### src/rtl/lsu_pkg.sv
// -----------------------------------------------------------------------------
// lsu_pkg
// Shared definitions for the load/store controller:
//   - lsu_state_e : controller FSM states (IDLE / RD / WR / RESP)
//   - LANE_HI/LO  : byte-lane select values (big-endian: address bit 0 = 0
//                   selects bits [15:8], address bit 0 = 1 selects [7:0])
//   - LAT_CNT_W   : width of the memory-latency down-counter (MEM_LAT <= 15)
// -----------------------------------------------------------------------------
package lsu_pkg;

  typedef enum logic [1:0] {
    ST_IDLE = 2'd0,
    ST_RD   = 2'd1,
    ST_WR   = 2'd2,
    ST_RESP = 2'd3
  } lsu_state_e;

  localparam logic LANE_HI = 1'b0;
  localparam logic LANE_LO = 1'b1;

  localparam int unsigned LAT_CNT_W = 4;

endpackage

### src/rtl/lsu_lane_merge.sv
// -----------------------------------------------------------------------------
// lsu_lane_merge
// Purely combinational byte-lane helper for the load/store controller.
// Ports:
//   word_i   in  16  memory word read back from DataMem
//   lane_i   in  1   byte lane (LANE_HI = bits [15:8], LANE_LO = bits [7:0])
//   signed_i in  1   sign-extend the extracted byte
//   byte_i   in  8   store byte to insert
//   load_o   out 16  extracted byte, zero- or sign-extended
//   store_o  out 16  word with the selected lane replaced by byte_i
// -----------------------------------------------------------------------------
module lsu_lane_merge
  import lsu_pkg::*;
(
  input  logic [15:0] word_i,
  input  logic        lane_i,
  input  logic        signed_i,
  input  logic [7:0]  byte_i,
  output logic [15:0] load_o,
  output logic [15:0] store_o
);

  logic [7:0] sel_byte;

  assign sel_byte = (lane_i == LANE_HI) ? word_i[15:8] : word_i[7:0];
  assign load_o   = {{8{signed_i & sel_byte[7]}}, sel_byte};
  assign store_o  = (lane_i == LANE_HI) ? {byte_i, word_i[7:0]}
                                        : {word_i[15:8], byte_i};

endmodule

### src/rtl/lsu_ctrl.sv
// -----------------------------------------------------------------------------
// lsu_ctrl
// Load/store controller for a 16-bit word memory without byte enables.
// Halfword stores are written directly; loads and byte stores first read the
// word (held for MEM_LAT cycles); byte stores then write back the merged word.
// Optional feature: define LSU_ALIGN_CHK_EN to trap misaligned halfword
// accesses (no memory access, AlignErr=1, RspData=0). Without it, address
// bit 0 is ignored for halfwords and AlignErr stays 0.
// Ports:
//   Clk, Rst_n            clock, asynchronous active-low reset
//   Req/ReqWr/ReqByte/ReqSigned/ReqAddr/ReqWData   core request
//   Busy, RspValid, RspData, AlignErr              core response / stall
//   MemAddr, MemDI, MemWE (registered), MemDO       data memory port
// Parameter:
//   MEM_LAT  cycles from MemAddr stable to MemDO valid (1..15)
// -----------------------------------------------------------------------------
module lsu_ctrl
  import lsu_pkg::*;
#(
  parameter int unsigned MEM_LAT = 1
) (
  input  logic        Clk,
  input  logic        Rst_n,
  input  logic        Req,
  input  logic        ReqWr,
  input  logic        ReqByte,
  input  logic        ReqSigned,
  input  logic [15:0] ReqAddr,
  input  logic [15:0] ReqWData,
  output logic        Busy,
  output logic        RspValid,
  output logic [15:0] RspData,
  output logic        AlignErr,
  output logic [15:0] MemAddr,
  output logic [15:0] MemDI,
  output logic        MemWE,
  input  logic [15:0] MemDO
);

  // RD lasts MEM_LAT cycles; the counter runs MEM_LAT-1 .. 0 and MemDO is
  // captured on the edge that ends the cycle where it reads 0.
  localparam logic [LAT_CNT_W-1:0] CNT_INIT = LAT_CNT_W'(MEM_LAT - 1);

  lsu_state_e           state_q, state_d;
  logic [LAT_CNT_W-1:0] cnt_q, cnt_d;
  logic                 lane_q, lane_d;
  logic                 wr_q, wr_d;
  logic                 byte_q, byte_d;
  logic                 signed_q, signed_d;
  logic [7:0]           wbyte_q, wbyte_d;
  logic [15:0]          mem_addr_q, mem_addr_d;
  logic [15:0]          mem_di_q, mem_di_d;
  logic                 mem_we_q, mem_we_d;
  logic                 rsp_valid_q, rsp_valid_d;
  logic [15:0]          rsp_data_q, rsp_data_d;
  logic                 align_err_q, align_err_d;

  logic                 trap;
  logic [15:0]          load_byte;
  logic [15:0]          store_word;

`ifdef LSU_ALIGN_CHK_EN
  assign trap = ~ReqByte & ReqAddr[0];
`else
  assign trap = 1'b0;
`endif

  lsu_lane_merge u_lane_merge (
    .word_i   (MemDO),
    .lane_i   (lane_q),
    .signed_i (signed_q),
    .byte_i   (wbyte_q),
    .load_o   (load_byte),
    .store_o  (store_word)
  );

  always_comb begin
    state_d     = state_q;
    cnt_d       = cnt_q;
    lane_d      = lane_q;
    wr_d        = wr_q;
    byte_d      = byte_q;
    signed_d    = signed_q;
    wbyte_d     = wbyte_q;
    mem_addr_d  = mem_addr_q;
    mem_di_d    = mem_di_q;
    // Pulses and response fields default low so they last exactly one cycle.
    mem_we_d    = 1'b0;
    rsp_valid_d = 1'b0;
    rsp_data_d  = '0;
    align_err_d = 1'b0;

    case (state_q)
      ST_IDLE: begin
        if (Req) begin
          lane_d   = ReqAddr[0];
          wr_d     = ReqWr;
          byte_d   = ReqByte;
          signed_d = ReqSigned;
          wbyte_d  = ReqWData[7:0];
          if (trap) begin
            // Trapped access leaves the memory port untouched.
            state_d     = ST_RESP;
            rsp_valid_d = 1'b1;
            align_err_d = 1'b1;
          end else begin
            mem_addr_d = {1'b0, ReqAddr[15:1]};
            if (ReqWr && !ReqByte) begin
              state_d     = ST_WR;
              mem_we_d    = 1'b1;
              rsp_valid_d = 1'b1;
              mem_di_d    = ReqWData;
            end else begin
              state_d = ST_RD;
              cnt_d   = CNT_INIT;
            end
          end
        end
      end

      ST_RD: begin
        if (cnt_q == '0) begin
          rsp_valid_d = 1'b1;
          if (wr_q) begin
            // Byte store: write back the read word with one lane replaced.
            state_d  = ST_WR;
            mem_we_d = 1'b1;
            mem_di_d = store_word;
          end else begin
            state_d    = ST_RESP;
            rsp_data_d = byte_q ? load_byte : MemDO;
          end
        end else begin
          cnt_d = cnt_q - 1'b1;
        end
      end

      ST_WR:   state_d = ST_IDLE;
      ST_RESP: state_d = ST_IDLE;
      default: state_d = ST_IDLE;
    endcase
  end

  always_ff @(posedge Clk or negedge Rst_n) begin
    if (!Rst_n) begin
      state_q     <= ST_IDLE;
      cnt_q       <= '0;
      lane_q      <= 1'b0;
      wr_q        <= 1'b0;
      byte_q      <= 1'b0;
      signed_q    <= 1'b0;
      wbyte_q     <= '0;
      mem_addr_q  <= '0;
      mem_di_q    <= '0;
      mem_we_q    <= 1'b0;
      rsp_valid_q <= 1'b0;
      rsp_data_q  <= '0;
      align_err_q <= 1'b0;
    end else begin
      state_q     <= state_d;
      cnt_q       <= cnt_d;
      lane_q      <= lane_d;
      wr_q        <= wr_d;
      byte_q      <= byte_d;
      signed_q    <= signed_d;
      wbyte_q     <= wbyte_d;
      mem_addr_q  <= mem_addr_d;
      mem_di_q    <= mem_di_d;
      mem_we_q    <= mem_we_d;
      rsp_valid_q <= rsp_valid_d;
      rsp_data_q  <= rsp_data_d;
      align_err_q <= align_err_d;
    end
  end

  assign Busy     = (state_q != ST_IDLE);
  assign RspValid = rsp_valid_q;
  assign RspData  = rsp_data_q;
  assign AlignErr = align_err_q;
  assign MemAddr  = mem_addr_q;
  assign MemDI    = mem_di_q;
  assign MemWE    = mem_we_q;

endmodule
### config.mk
export PLATFORM = sky130hd
export DESIGN_NAME = lsu_ctrl
export DESIGN_NICKNAME = d
export VERILOG_FILES = /design/src/rtl/lsu_pkg.sv /design/src/rtl/lsu_lane_merge.sv /design/src/rtl/lsu_ctrl.sv
export SDC_FILE = /design/constraint.sdc
export NUM_CORES = 1
export LEC_CHECK = 0
export BUFFER_PORTS_ARGS = -buffer_cell sky130_fd_sc_hd__buf_2
export CAP_MARGIN = 10
export CORE_MARGIN = 8
export CORE_UTILIZATION = 40
export CTS_BUF_LIST = sky130_fd_sc_hd__clkbuf_2
export CTS_CLUSTER_DIAMETER = 100
export DETAILED_ROUTE_END_ITERATION = 8
export PLACE_DENSITY_LB_ADDON = 0.2
export REMOVE_ABC_BUFFERS = 1
export SETUP_SLACK_MARGIN = 0.4
export SYNTH_ARGS = -nofsm -noshare
export SYNTH_HDL_FRONTEND = slang
export SYNTH_SLANG_ARGS = --single-unit
### constraint.sdc
create_clock -name Clk -period 3.55 [get_ports Clk]
set_clock_uncertainty 0.05 [all_clocks]
set_input_delay 0.71 -clock Clk [delete_from_list [all_inputs] [get_ports Clk]]
set_output_delay 0.71 -clock Clk [all_outputs]
set_load 0.01 [all_outputs]
After elaboration in Yosys (flattened, before gate mapping)
Cells that the tools add are included.
- memories kept: 0
- register bits: 67
- memory bits (read-only): 0
- memory bits (writable): 0
- word-level logic and storage cells: 61
- input bits: 54
- latch bits: 0
- add/subtract/negate cells: 1
- bitwise operators: 1
- $lt $le $gt $ge: 0
- reductions and logical operators: 11
- eq/ne operators: 9
- shift-type cells: 0
- divide/modulo/power cells: 0
- $mul: 0
- mux-type cells: 27
- operators with widths (operator ; number):
    two-way mux 16 bit ; 9
    case mux 16 bit (2 select lines) ; 1
    two-way mux 4 bit ; 3
    != test 2 bit, second input constant ; 6
    two-way mux 8 bit ; 1
    case mux 4 bit (2 select lines) ; 1
    two-way mux 1 bit ; 6
    two-way mux 2 bit ; 3
    case mux 2 bit (3 select lines) ; 1
    AND reduction 5 bit ; 1
    == test 2 bit, second input constant ; 2
    logical NOT 4 bit ; 1
    case mux 1 bit (2 select lines) ; 2
    AND reduction 2 bit ; 2
    AND reduction 4 bit ; 1
    nonzero test 2 bit ; 2
    subtractor 4 x 1 -> 4 bit, second input constant ; 1
    == test 2 x 1 -> 1 bit, second input constant ; 1
    logical NOT 2 bit ; 1
    OR reduction 2 bit ; 1
    bitwise AND 1 bit ; 1
    logical AND 1 bit ; 1
    logical NOT 1 bit ; 1

Logic depth before layout (Yosys ltp)
- depth after elaboration: 6
- depth in mapped cells: 7
- mapped depth without buffers: 6

Modules after synthesis
A second synthesis with hierarchy kept.
- cell total of the unflattened synthesis: 255
- area total of the unflattened synthesis: 3269.4 µm²
- by module, submodules not included (module ; times used ; area each (µm²) ; cells an instance):
    lsu_ctrl ; 1 ; 2896.5 ; 220
    lsu_lane_merge ; 1 ; 372.9 ; 35

Least setup slack after synthesis
Ideal clock, no wire load.
- path type: register -> register
- start: register cnt_q[0]
- end: register rsp_data_q[10], in the netlist RspData[10]
- buffers on the path: 1
- required time: 3429 ps
- stages on the path, launching flop included: 8
- slack: 1584 ps
- arrival time: 1844 ps
- cells stage by stage: dfrtp_1 -> inv_1 -> ha_1 -> or2b_1 -> or4_4 -> buf_6 -> a211o_4 -> nor2_1
- longest elaborated chain between the ends: 3
- RTL lines (element ; RTL line ; text):
    start, declared ; lsu_ctrl.sv:45 ; logic [LAT_CNT_W-1:0] cnt_q, cnt_d;
    start signal, assigned ; lsu_ctrl.sv:161 ; cnt_q <= cnt_d;
    logical NOT 4 bit ; lsu_ctrl.sv:122 ; if (cnt_q == '0) begin
    two-way mux 16 bit ; lsu_ctrl.sv:122 ;
    two-way mux 16 bit ; lsu_ctrl.sv:93 ; case (state_q)
    via rsp_data_d[10] ; lsu_ctrl.sv:55 ; logic [15:0] rsp_data_q, rsp_data_d;
    end signal, assigned ; lsu_ctrl.sv:171 ; rsp_data_q <= rsp_data_d;
    end, declared ; lsu_ctrl.sv:55 ;
The timed path passes the listed nets, and every way through them passes these cells.
A chain may end at the register's enable or synchronous reset.

Worst setup path in the final report
- start: register state_q[1]
- end: output Busy
- longest elaborated chain between the ends: 1
- RTL lines (element ; RTL line ; text):
    start, declared ; lsu_ctrl.sv:44 ; lsu_state_e state_q, state_d;
    start signal, assigned ; lsu_ctrl.sv:160 ; state_q <= state_d;
    nonzero test 2 bit ; lsu_ctrl.sv:176 ; assign Busy = (state_q != ST_IDLE);
    end, declared ; lsu_ctrl.sv:30 ; output logic Busy,
No other way between the ends.

==> impl_metrics.py <==
metrics = {
    "sta": {
        "tightest_slew_ns": 0.953,
        "setup_ws_ns": 1.34,
        "rsz0062_at_grt": "no",
        "slew_headroom_pct": 36.5,
        "finalSetupViolCount": 0,
        "holdWs_ns": 0.202,
        "finalMaxSlewViolations": 0,
        "clock.fmax_mhz": 452,
        "period_share_pct": 62.3,
        "fin_crit_ns": 2.21,
        "tns_ns": 0,
        "finalHoldViolations": 0,
    },
    "place": {
        "gp_congestion": 0.855,
        "dp_hpwl_um": 5380,
        "portBuffers": 103,
        "placedCellCount": 465,
        "pre_cts_slack_ns": 1.48,
    },
    "clock_network": {
        "cts_sinks": 67,
        "cts_tree": "built",
        "htree_num_levels": 3,
        "cts_buffer_depth": 2,
        "hold_buffers": 0,
        "numCtsBuffers": 9,
        "insertion_delay_ns": 0.50,
        "post_cts_buffers": 0,
        "ctsRootBufferMaster": "clkbuf_2",
        "cts_resized": 0,
        "path_clk_slew_ns": 0.20,
    },
    "finish": {
        "syn_to_final_growth_pct": 24.6,
        "antennaDiodeCount": 0,
        "fill_cells": 696,
        "finalNetCount": 432,
        "stdcell_count": 481,
        "drive_gt1_share_pct": 40.6,
    },
    "critical_path": {
        "worstSetupPathType": "reg -> out",
        "cp-start-kind": "flip-flop",
        "critical_path.max_stage_delay_ns": 0.50,
        "path_cells": "or2_2, buf_2",
        "crit_buf_inv": 1,
        "critical_path_depth": 2,
        "required_ns": 2.79,
        "crit_start": "state_q[1]",
        "reg2reg_from": "lane_q",
        "slowest_stage": "dfrtp_1",
        "arrival_ns": 1.45,
        "worstSetupEndpointType": "output pin",
        "crit_family": "flip-flops",
        "reg2regPathDepth": 4,
        "cp_max_fo": 8,
    },
    "global_routing": {
        "grt_pass1_wl_um": 11900,
        "antenna_found_initial": 2,
        "grt_max_degree": 36,
        "grt_pass1_vias": 2482,
        "grt-ovfl-total": 0,
        "grt_usage_pct": 14.8,
    },
    "yosys": {
        "synth.avg_cell_area_um2": 10.7,
        "synth_top_area_share_pct": 57.1,
        "ys_seq_elements": 67,
        "yosysMostFrequentCell": "dfrtp_1",
        "yosysSeqAreaShare_pct": 57.1,
        "yosysWarnings": 0,
        "syn_area_um2": 2940,
        "synth-edff-count": 0,
        "synth_cells": 274,
        "synthArstFlopShare_pct": 100,
        "synth_area_leaders": "dfrtp_1 (57%), mux2_2 (10%), mux2i_1 (5.5%)",
        "yosys-top-cells-count": "dfrtp_1 (67), nand2_1 (35), nor2_1 (33)",
        "synth_top_cell_by_area": "dfrtp_1",
        "yosysUniqueCellTypes": 32,
        "synth_flop_cell": "dfrtp_1",
    },
    "die": {
        "initial_core_util_pct": 40.9,
        "die-area_um2": 10300,
        "rows": 31,
        "fp.coreArea_um2": 7180,
        "dieHeight_um": 102,
        "io_pins": 106,
        "die_w_um": 102,
    },
    "pwr": {
        "seq_power_share_pct": 42.6,
        "switchingPower_uw": 1220,
        "p_clk_share_pct": 14.3,
        "p_leak_uw": 0.00186,
        "p_int_uw": 1850,
        "p_sw_share_pct": 39.8,
        "p_comb_share_pct": 43.1,
        "peakVddDrop_v": 0.000369,
        "pwr_density_cell_nw_per_um2": 838,
    },
    "drt": {
        "drt_iter0_markers": 55,
        "first_pass_iters": 4,
        "post_drt_wl_per_cell_um": 15.0,
        "vias": 2293,
        "routed_wl_um": 7220,
        "final_antenna_net_count": 0,
        "viasPerCell": 4.77,
        "route.detailed.drc": 0,
    },
    "hold_path": {
        "hold_path_class": "in -> async",
    },
    "run": {
        "maxCapViolCount": 0,
    },
    "status": {
        "status": "complete, no violations",
    },
}
[cell usage in the layout, fill, tap and decap left out, types with 2 or more instances in the layout]
master / instances
buf_2: 103
dfrtp_1: 67
nand2_1: 35
nor2_1: 33
a21oi_1: 26
mux2_2: 26
o21ai_0: 20
mux2i_1: 16
clkbuf_2: 9
buf_4: 6
nor2b_1: 5
inv_1: 4
clkinvlp_4: 4
nand2b_1: 3
a22o_1: 2
a211oi_1: 2
nand3_1: 2
nor3_1: 2
conb_1: 2
[state kept, by name, summed over array words and instances, names as in the netlist]
name,flops
byte_q,1
MemWE,1
wbyte_q,8
RspData,16
signed_q,1
MemDI,16
MemAddr,15
RspValid,1
cnt_q,4
wr_q,1
lane_q,1
state_q,2
[power by group through the flow]
stage	Clock, uW	Combinational (uW)	Sequential, uW
global placement	0	1320	1320
CTS	461	1350	1310
floorplan	0	766	1390
finish	438	1320	1310
detailed placement	0	1350	1320
global route	489	1500	1360
[logic make-up (layout without fill, tap and decap cells)]
kind of cell / count (synthesis) / count (layout) / synth area share, %
fa+ha+maj: 1 / 1 / 0.426
mux: 42 / 42 / 15.4
buf+inv: 22 / 129 / 3.66
other cells: 1 / 2 / 0.128
simple gates: 85 / 85 / 12.4
flops: 67 / 67 / 57.1
compound gates: 56 / 56 / 10.9
[per-stage QoR]
stage | utilization (%) | total power [uW] | cell area (um2)
after floorplan | - | 2160 | 2850
after global placement | 49.4 | 2640 | 3540
after detailed placement | 49.4 | 2670 | 3540
after CTS | 51.0 | 3120 | 3660
after global routing | 51.0 | 3350 | 3660
final | 51.0 | 3070 | 3660
[final timing paths]
kind	end	slack, ns
max	Busy	1.34
min	MemDI[3]	0.20
max reg2reg	RspData[13]	1.46
min reg2reg	MemDI[11]	0.44
max in group asynchronous	MemAddr[13]	2.49
min in group Clk	lane_q	0.38
[metal layers]
metal,share of wire (%),wire length (um),track usage (%),up-vias
met1,42,3000,17.3,1042
li1,-,-,-,1142
met2,44,3150,22.1,95
met4,0.94,68,4.12,4
met3,14,980,9.07,10
met5,0.25,18,0,-
[final cells by class]
| type | count | area, um2 | area share [%] |
|---|---|---|---|
| clock buffers | 9 | 45.0 | 1.23 |
| clock inverters | 7 | 68.8 | 1.88 |
| inverters | 4 | 15.0 | 0.410 |
| multi-input cells | 186 | 1170 | 31.9 |
| flip-flops and latches | 67 | 1680 | 45.8 |
| well taps | 99 | 124 | 3.39 |
| repair buffers | 109 | 561 | 15.3 |
Power figures use the tool's default switching activity.
